==> src/rtl/alu_arbiter.sv <==
// Round-robin arbiter/sequencer sharing one combinational ALU between two requesters.
// Define ALU_ARB_FUSED_EN to add the two-pass saturated abs-diff opcode 'h31.
module alu_arbiter (
   input  logic        i_clk,
   input  logic        i_reset,
   input  logic        i_req0_valid,
   output logic        o_req0_ready,
   input  logic [5:0]  i_req0_ctrl,
   input  logic [31:0] i_req0_a,
   input  logic [31:0] i_req0_b,
   input  logic        i_req1_valid,
   output logic        o_req1_ready,
   input  logic [5:0]  i_req1_ctrl,
   input  logic [31:0] i_req1_a,
   input  logic [31:0] i_req1_b,
   output logic        o_resp0_valid,
   input  logic        i_resp0_ready,
   output logic [31:0] o_resp0_r,
   output logic [31:0] o_resp0_r2,
   output logic        o_resp0_z,
   output logic        o_resp1_valid,
   input  logic        i_resp1_ready,
   output logic [31:0] o_resp1_r,
   output logic [31:0] o_resp1_r2,
   output logic        o_resp1_z,
   output logic [5:0]  o_alu_ctrl,
   output logic [31:0] o_alu_a,
   output logic [31:0] o_alu_b,
   input  logic [31:0] i_alu_r,
   input  logic [31:0] i_alu_r2,
   input  logic        i_alu_z
);

`ifdef ALU_ARB_FUSED_EN
   typedef enum logic [1:0] {ST_IDLE = 2'd0, ST_EXEC = 2'd1, ST_EXEC2 = 2'd2, ST_HOLD = 2'd3} state_t;
   localparam logic [5:0] OP_FUSED   = 6'h31;
   localparam logic [5:0] OP_SATDIFF = 6'h30;
`else
   typedef enum logic [1:0] {ST_IDLE = 2'd0, ST_EXEC = 2'd1, ST_HOLD = 2'd3} state_t;
`endif

   state_t      r_state;
   state_t      w_state_next;
   logic        r_last_grant;
   logic        r_owner;
   logic [5:0]  r_alu_ctrl;
   logic [31:0] r_alu_a;
   logic [31:0] r_alu_b;
   logic        r_resp0_valid, r_resp1_valid;
   logic [31:0] r_resp0_r, r_resp0_r2, r_resp1_r, r_resp1_r2;
   logic        r_resp0_z, r_resp1_z;
`ifdef ALU_ARB_FUSED_EN
   logic        r_fused;
   logic [31:0] r_temp;
`endif

   logic        w_grant0, w_grant1, w_issue, w_owner_ready, w_capture;
   logic [5:0]  w_sel_ctrl;
   logic [31:0] w_sel_a, w_sel_b;
   logic [31:0] w_cap_r, w_cap_r2;
   logic        w_cap_z;

   // On a tie the requester that was not served last wins.
   assign w_grant0   = i_req0_valid && (!i_req1_valid || r_last_grant);
   assign w_grant1   = i_req1_valid && (!i_req0_valid || !r_last_grant);
   assign w_issue    = (r_state == ST_IDLE) && !i_reset && (w_grant0 || w_grant1);
   assign w_sel_ctrl = w_grant1 ? i_req1_ctrl : i_req0_ctrl;
   assign w_sel_a    = w_grant1 ? i_req1_a    : i_req0_a;
   assign w_sel_b    = w_grant1 ? i_req1_b    : i_req0_b;
   assign w_owner_ready = r_owner ? i_resp1_ready : i_resp0_ready;

`ifdef ALU_ARB_FUSED_EN
   assign w_capture = ((r_state == ST_EXEC) && !r_fused) || (r_state == ST_EXEC2);
`else
   assign w_capture = (r_state == ST_EXEC);
`endif

   always_comb begin
      w_cap_r  = i_alu_r;
      w_cap_r2 = i_alu_r2;
      w_cap_z  = i_alu_z;
`ifdef ALU_ARB_FUSED_EN
      // Second pass: the two one-sided clamped differences are disjoint, so OR merges them.
      if (r_state == ST_EXEC2) begin
         w_cap_r  = r_temp | i_alu_r;
         w_cap_r2 = 32'd0;
         w_cap_z  = ((r_temp | i_alu_r) == 32'd0);
      end
`endif
   end

   always_ff @(posedge i_clk or posedge i_reset) begin
      if (i_reset) r_state <= ST_IDLE;
      else         r_state <= w_state_next;
   end

   always_comb begin
      w_state_next = r_state;
      case (r_state)
         ST_IDLE: if (w_issue) w_state_next = ST_EXEC;
`ifdef ALU_ARB_FUSED_EN
         ST_EXEC:  w_state_next = r_fused ? ST_EXEC2 : ST_HOLD;
         ST_EXEC2: w_state_next = ST_HOLD;
`else
         ST_EXEC:  w_state_next = ST_HOLD;
`endif
         ST_HOLD: if (w_owner_ready) w_state_next = ST_IDLE;
         default: w_state_next = ST_IDLE;
      endcase
   end

   always_comb begin
      o_req0_ready = (r_state == ST_IDLE) && !i_reset && w_grant0;
      o_req1_ready = (r_state == ST_IDLE) && !i_reset && w_grant1;
   end

   always_ff @(posedge i_clk or posedge i_reset) begin
      if (i_reset) begin
         r_last_grant  <= 1'b1;
         r_owner       <= 1'b0;
         r_alu_ctrl    <= 6'd0;
         r_alu_a       <= 32'd0;
         r_alu_b       <= 32'd0;
         r_resp0_valid <= 1'b0;
         r_resp0_r     <= 32'd0;
         r_resp0_r2    <= 32'd0;
         r_resp0_z     <= 1'b0;
         r_resp1_valid <= 1'b0;
         r_resp1_r     <= 32'd0;
         r_resp1_r2    <= 32'd0;
         r_resp1_z     <= 1'b0;
`ifdef ALU_ARB_FUSED_EN
         r_fused       <= 1'b0;
         r_temp        <= 32'd0;
`endif
      end else begin
         if (w_issue) begin
            r_owner    <= w_grant1;
            r_alu_ctrl <= w_sel_ctrl;
            r_alu_a    <= w_sel_a;
            r_alu_b    <= w_sel_b;
`ifdef ALU_ARB_FUSED_EN
            r_fused    <= (w_sel_ctrl == OP_FUSED);
            if (w_sel_ctrl == OP_FUSED) r_alu_ctrl <= OP_SATDIFF;
`endif
         end
`ifdef ALU_ARB_FUSED_EN
         if ((r_state == ST_EXEC) && r_fused) begin
            r_temp  <= i_alu_r;
            r_alu_a <= r_alu_b;
            r_alu_b <= r_alu_a;
         end
`endif
         if (w_capture) begin
            if (r_owner) begin
               r_resp1_valid <= 1'b1;
               r_resp1_r     <= w_cap_r;
               r_resp1_r2    <= w_cap_r2;
               r_resp1_z     <= w_cap_z;
            end else begin
               r_resp0_valid <= 1'b1;
               r_resp0_r     <= w_cap_r;
               r_resp0_r2    <= w_cap_r2;
               r_resp0_z     <= w_cap_z;
            end
         end
         if ((r_state == ST_HOLD) && w_owner_ready) begin
            if (r_owner) r_resp1_valid <= 1'b0;
            else         r_resp0_valid <= 1'b0;
            r_last_grant <= r_owner;
         end
      end
   end

   assign o_alu_ctrl    = r_alu_ctrl;
   assign o_alu_a       = r_alu_a;
   assign o_alu_b       = r_alu_b;
   assign o_resp0_valid = r_resp0_valid;
   assign o_resp0_r     = r_resp0_r;
   assign o_resp0_r2    = r_resp0_r2;
   assign o_resp0_z     = r_resp0_z;
   assign o_resp1_valid = r_resp1_valid;
   assign o_resp1_r     = r_resp1_r;
   assign o_resp1_r2    = r_resp1_r2;
   assign o_resp1_z     = r_resp1_z;

endmodule
==> config.mk <==
export PLATFORM = sky130hd
export DESIGN_NAME = alu_arbiter
export DESIGN_NICKNAME = d
export VERILOG_FILES = /design/src/rtl/alu_arbiter.sv
export SDC_FILE = /design/constraint.sdc
export NUM_CORES = 1
export LEC_CHECK = 0
export BUFFER_PORTS_ARGS = -buffer_cell sky130_fd_sc_hd__buf_2
export CAP_MARGIN = 15
export CORE_AREA = 2 2 161 163
export DETAILED_ROUTE_END_ITERATION = 16
export DIE_AREA = 0 0 163 165
export GPL_TIMING_DRIVEN = 0
export PLACE_DENSITY_LB_ADDON = 0.3
export SYNTH_ARGS = -nofsm -noshare
export SYNTH_HDL_FRONTEND = slang
export SYNTH_SLANG_ARGS = --single-unit
==> constraint.sdc <==
create_clock -name i_clk -period 9.05 [get_ports i_clk]
set_clock_uncertainty 0.1 [all_clocks]
set_input_delay 2.2625 -clock i_clk [delete_from_list [all_inputs] [get_ports i_clk]]
set_output_delay 2.2625 -clock i_clk [all_outputs]
set_load 0.05 [all_outputs]
======== Word level (Yosys, flattened, before mapping) ========
Index checks and enable logic that the tools add are counted.
storage, ports and cells
  register bits ........................... 206
  output and inout port bits .............. 204
  word-level logic and storage cells ...... 52
operators by class
  eq/ne operators ......................... 4
  multiplexer cells ....................... 15
  bitwise operators ....................... 1
  reductions and logical operators ........ 18
operators by type and width
  cell                                                  count
  two-way mux 32 bit                                    2
  two-way mux 1 bit                                     9
  logical AND 1 bit                                     7
  two-way mux 6 bit                                     1
  one-hot mux 2 bit (3 select lines)                    1
  AND reduction 2 bit                                   3
  logical NOT 1 bit                                     4
  two-way mux 2 bit                                     2
  inequality test 2 bit (second input constant)         2
  logical OR 1 bit                                      3
  equality test 2 x 1 -> 1 bit (second input constant)  1
  equality test 2 bit (second input constant)           1
  logical NOT 2 bit                                     1
  inverter 1 bit                                        1

======== Depth between registers and ports, before layout ========
  depth after elaboration ................. 7
  depth in mapped cells ................... 5

======== Least setup slack after synthesis ========
No wires, ideal clock.
  kind .................................... input -> output
  start ................................... input port i_req1_valid
  end ..................................... output port o_req0_ready
  arrival time ............................ 3.781 ns
  data required time ...................... 6.688 ns
  path slack .............................. 2.907 ns
  stages on the path ...................... 4
  path through ............................ nor2b_1 -> clkbuf_1 -> clkbuf_1 -> nor3_1
on the way
  cells in the longest elaborated chain, start to end .. 4
ends and longest elaborated chain
  item               RTL line  source
  start, declared    11        input logic i_req1_valid,
  logical NOT 1 bit  64        assign w_grant0 = i_req0_valid && (!i_req1_valid || r_last_grant);
  logical OR 1 bit   64
  logical AND 1 bit  64
  logical AND 1 bit  113       o_req0_ready = (r_state == ST_IDLE) && !i_reset && w_grant0;
  end, declared      7         output logic o_req0_ready,
No other way between the ends.

======== Worst setup path in the final report ========
Ends and elaborated chain as after synthesis.

==> impl_metrics.json <==
{
  "cts.repair.resized": 0,
  "wl_per_cell_um": 19.5,
  "die_width_um": 163,
  "finalHoldWorstSlack_ns": 0.366,
  "boundaryPins": 415,
  "synth.top_cells.by_area": "dfrtp_1 62%, mux2_2 18%, o32ai_1 7.4%",
  "cp_num_buf_inv": 4,
  "worst_r2r_endpoint": "o_alu_b[1]$_DFFE_PP0P_",
  "worst-path-max-fanout": 10,
  "worst-r2r-setup-slack_ns": 6.81,
  "sequential_element_share_of_the_synthesized_area_pct": 61.9,
  "postSynthNetCount": 767,
  "worstSetupStartpointType": "input pin",
  "multi_input_comb_area_sq_um": 2890,
  "post_cts_hold_buffer_count": 0,
  "detailedRoute.firstIterationViolations": 264,
  "drt-total-wl_um": 26200,
  "floorplan.die.height_um": 165,
  "status": "completed",
  "critical_path_arrival_ns": 3.60,
  "clk_pin_slew_ns": 0.05,
  "drc": 0,
  "end_kind": "output pin",
  "final_common_cell": "buf_2",
  "cts_tree": "yes",
  "root_buffer": "clkbuf_16",
  "synthArstFlopShare_pct": 100,
  "holdPathStages": 2,
  "hold_violations": 0,
  "syn_inst": 556,
  "finalWeightedCongestion": 0.876,
  "synth-edff-count": 0,
  "share_of_cells_above_drive_strength_1_pct": 61.8,
  "min_period_over_period_pct": 65.9,
  "antenna_cells": 0,
  "synth_area_per_inst_sq_um": 15.0,
  "number_of_global_route_vias_before_repair": 6777,
  "antenna_violations_before_repair": 1,
  "instances_no_fill": 1345,
  "path_cells": "buf_2, nor2b_1, clkbuf_1, clkbuf_1, nor3_1, buf_2",
  "drt_pass1_iterations": 4,
  "floorplan.initialDensity_pct": 33.3,
  "global_route.usage.total_pct": 18.3,
  "grt_pass1_wl_um": 38100,
  "worst_path_max_delay_cell": "clkbuf_1",
  "final_antenna_net_count": 0,
  "design.core.area_sq_um": 25000,
  "synth.distinct_cells": 29,
  "synth_seq_cells": 206,
  "cts.sinks": 206,
  "max_clock_freq_ghz": 0.168,
  "synth_largest_type_area_fraction_pct": 61.6,
  "netlist.top_cell.by_area": "dfrtp_1",
  "worst_skew_pair.late_latency_ns": 0.52,
  "grt_max_degree": 106,
  "cell_area_after_synthesis_sq_um": 8330,
  "filler_cell_count": 2375,
  "slew_viol_final": 0,
  "via_count": 6642,
  "synth_flop_cell": "dfrtp_1",
  "std_cell_rows": 58,
  "dp_cell_count": 1301,
  "timing.rr.start": "r_state[0]$_DFFE_PP0P_",
  "transition_time_at_the_pin_with_the_least_slew_margin_ns": 1.10,
  "timing.max_cap.violations": 0,
  "cts.repair_timing.setup_buffer_count": 0,
  "tritoncts.num_buffers": 24,
  "grt_setup_unrepaired": "false",
  "hpwl_um": 19700,
  "slew_headroom_pct": 26.3,
  "synth_warnings": 0,
  "setup_viol": 0,
  "setup_tns_after_final_layout_ns": 0,
  "syn2layout_area_growth_pct": 40.8,
  "nNetsFinal": 1208,
  "layout_common_cells": "429 x buf_2, 205 x dfrtp_1, 131 x mux2_2",
  "vias_per_cell": 4.94,
  "max-clock-path-buffers": 3,
  "critical_path_required_ns": 6.69,
  "ff_latch_area_sq_um": 5160,
  "globalRouteOverflowTotal": 0,
  "fp.dieArea_sq_um": 26900,
  "worst_path_largest_cell_delay_ns": 0.42,
  "cts_max_level": 1,
  "worst_hold_path_type": "reg -> reg",
  "path_class": "in -> out",
  "port-buffer-count": 414,
  "worst_path_dominant_cell_family": "buffers and inverters",
  "fin_crit_ns": 5.96,
  "rr_worst_depth": 4
}
[routing by layer]
layer	global-route usage, %	wire length [um]	part of all wire, %	vias up
met5	0	13	0.050	-
met4	5.23	581	2.2	2
met3	5.37	2400	9.2	52
met2	33.8	13300	51	317
met1	20.4	9850	38	3223
li1	-	-	-	3048
[worst min-delay path, delay by kind of cell, from the launching register on]
kind	cells	cell delay (ns)
simple gates	2	0.10
flops	1	0.33
[Yosys cell counts, types with 2 or more instances]
cell type	instances
dfrtp_1	205
nor2_1	3
buf_2	15
clkbuf_1	28
nor2b_1	2
o32ai_1	70
a2bb2oi_2	4
nor3_1	2
a2bb2oi_1	66
mux2_2	131
nand3_1	2
nand2_1	3
buf_6	7
buf_4	3
[how the worst max path moves through the flow]
| stage | start | to | depth (start not counted) |
|---|---|---|---|
| after floorplan | i_reset | async pin | 1 |
| after global placement | i_reset | o_resp1_r2[19]$_DFFE_PP0P_ | 2 |
| after detailed placement | i_req1_valid | o_req0_ready | 6 |
| after CTS | i_req1_valid | o_req0_ready | 6 |
| after global routing | i_req1_valid | o_req0_ready | 6 |
| final | i_req1_valid | o_req0_ready | 6 |
[flip-flops by register name, indices dropped and copies added, names as in the netlist, named ones only]
signal,count
o_alu_a,32
o_resp0_z,1
r_state,2
r_owner,1
o_resp1_r2,32
o_alu_ctrl,6
r_last_grant,1
o_resp0_r2,32
o_resp1_z,1
o_resp1_r,32
o_alu_b,32
o_resp0_r,32
[through the flow]
stage	setup slack [ns]	cell area, sq um	utilization [%]
after floorplan	1.07	8330	-
after global placement	-1.45	10800	43.2
after detailed placement	3.10	10900	43.3
after CTS	3.09	11700	46.9
after global routing	2.94	11700	46.9
final	3.09	11700	46.9
[kinds of logic (layout without fill, tap and decap cells)]
| group | after synthesis | count (layout) | share of synthesized area (%) |
|---|---|---|---|
| simple gates | 18 | 18 | 1.43 |
| buf+inv | 55 | 514 | 3.47 |
| flops | 206 | 206 | 61.9 |
| mux | 131 | 131 | 17.7 |
| compound gates | 146 | 146 | 15.5 |
[area by class of cell]
type	count	area share, %
well taps	330	3.52
plain buffers	53	2.40
repair buffers	415	17.9
clock buffers	34	6.29
flip-flops and latches	206	43.9
inverters	2	0.128
multi-input cells	295	24.6
clock inverters	10	1.22
Power is not shown: default switching activity piles up to over one toggle a cycle in this logic, so the estimate is an artifact.
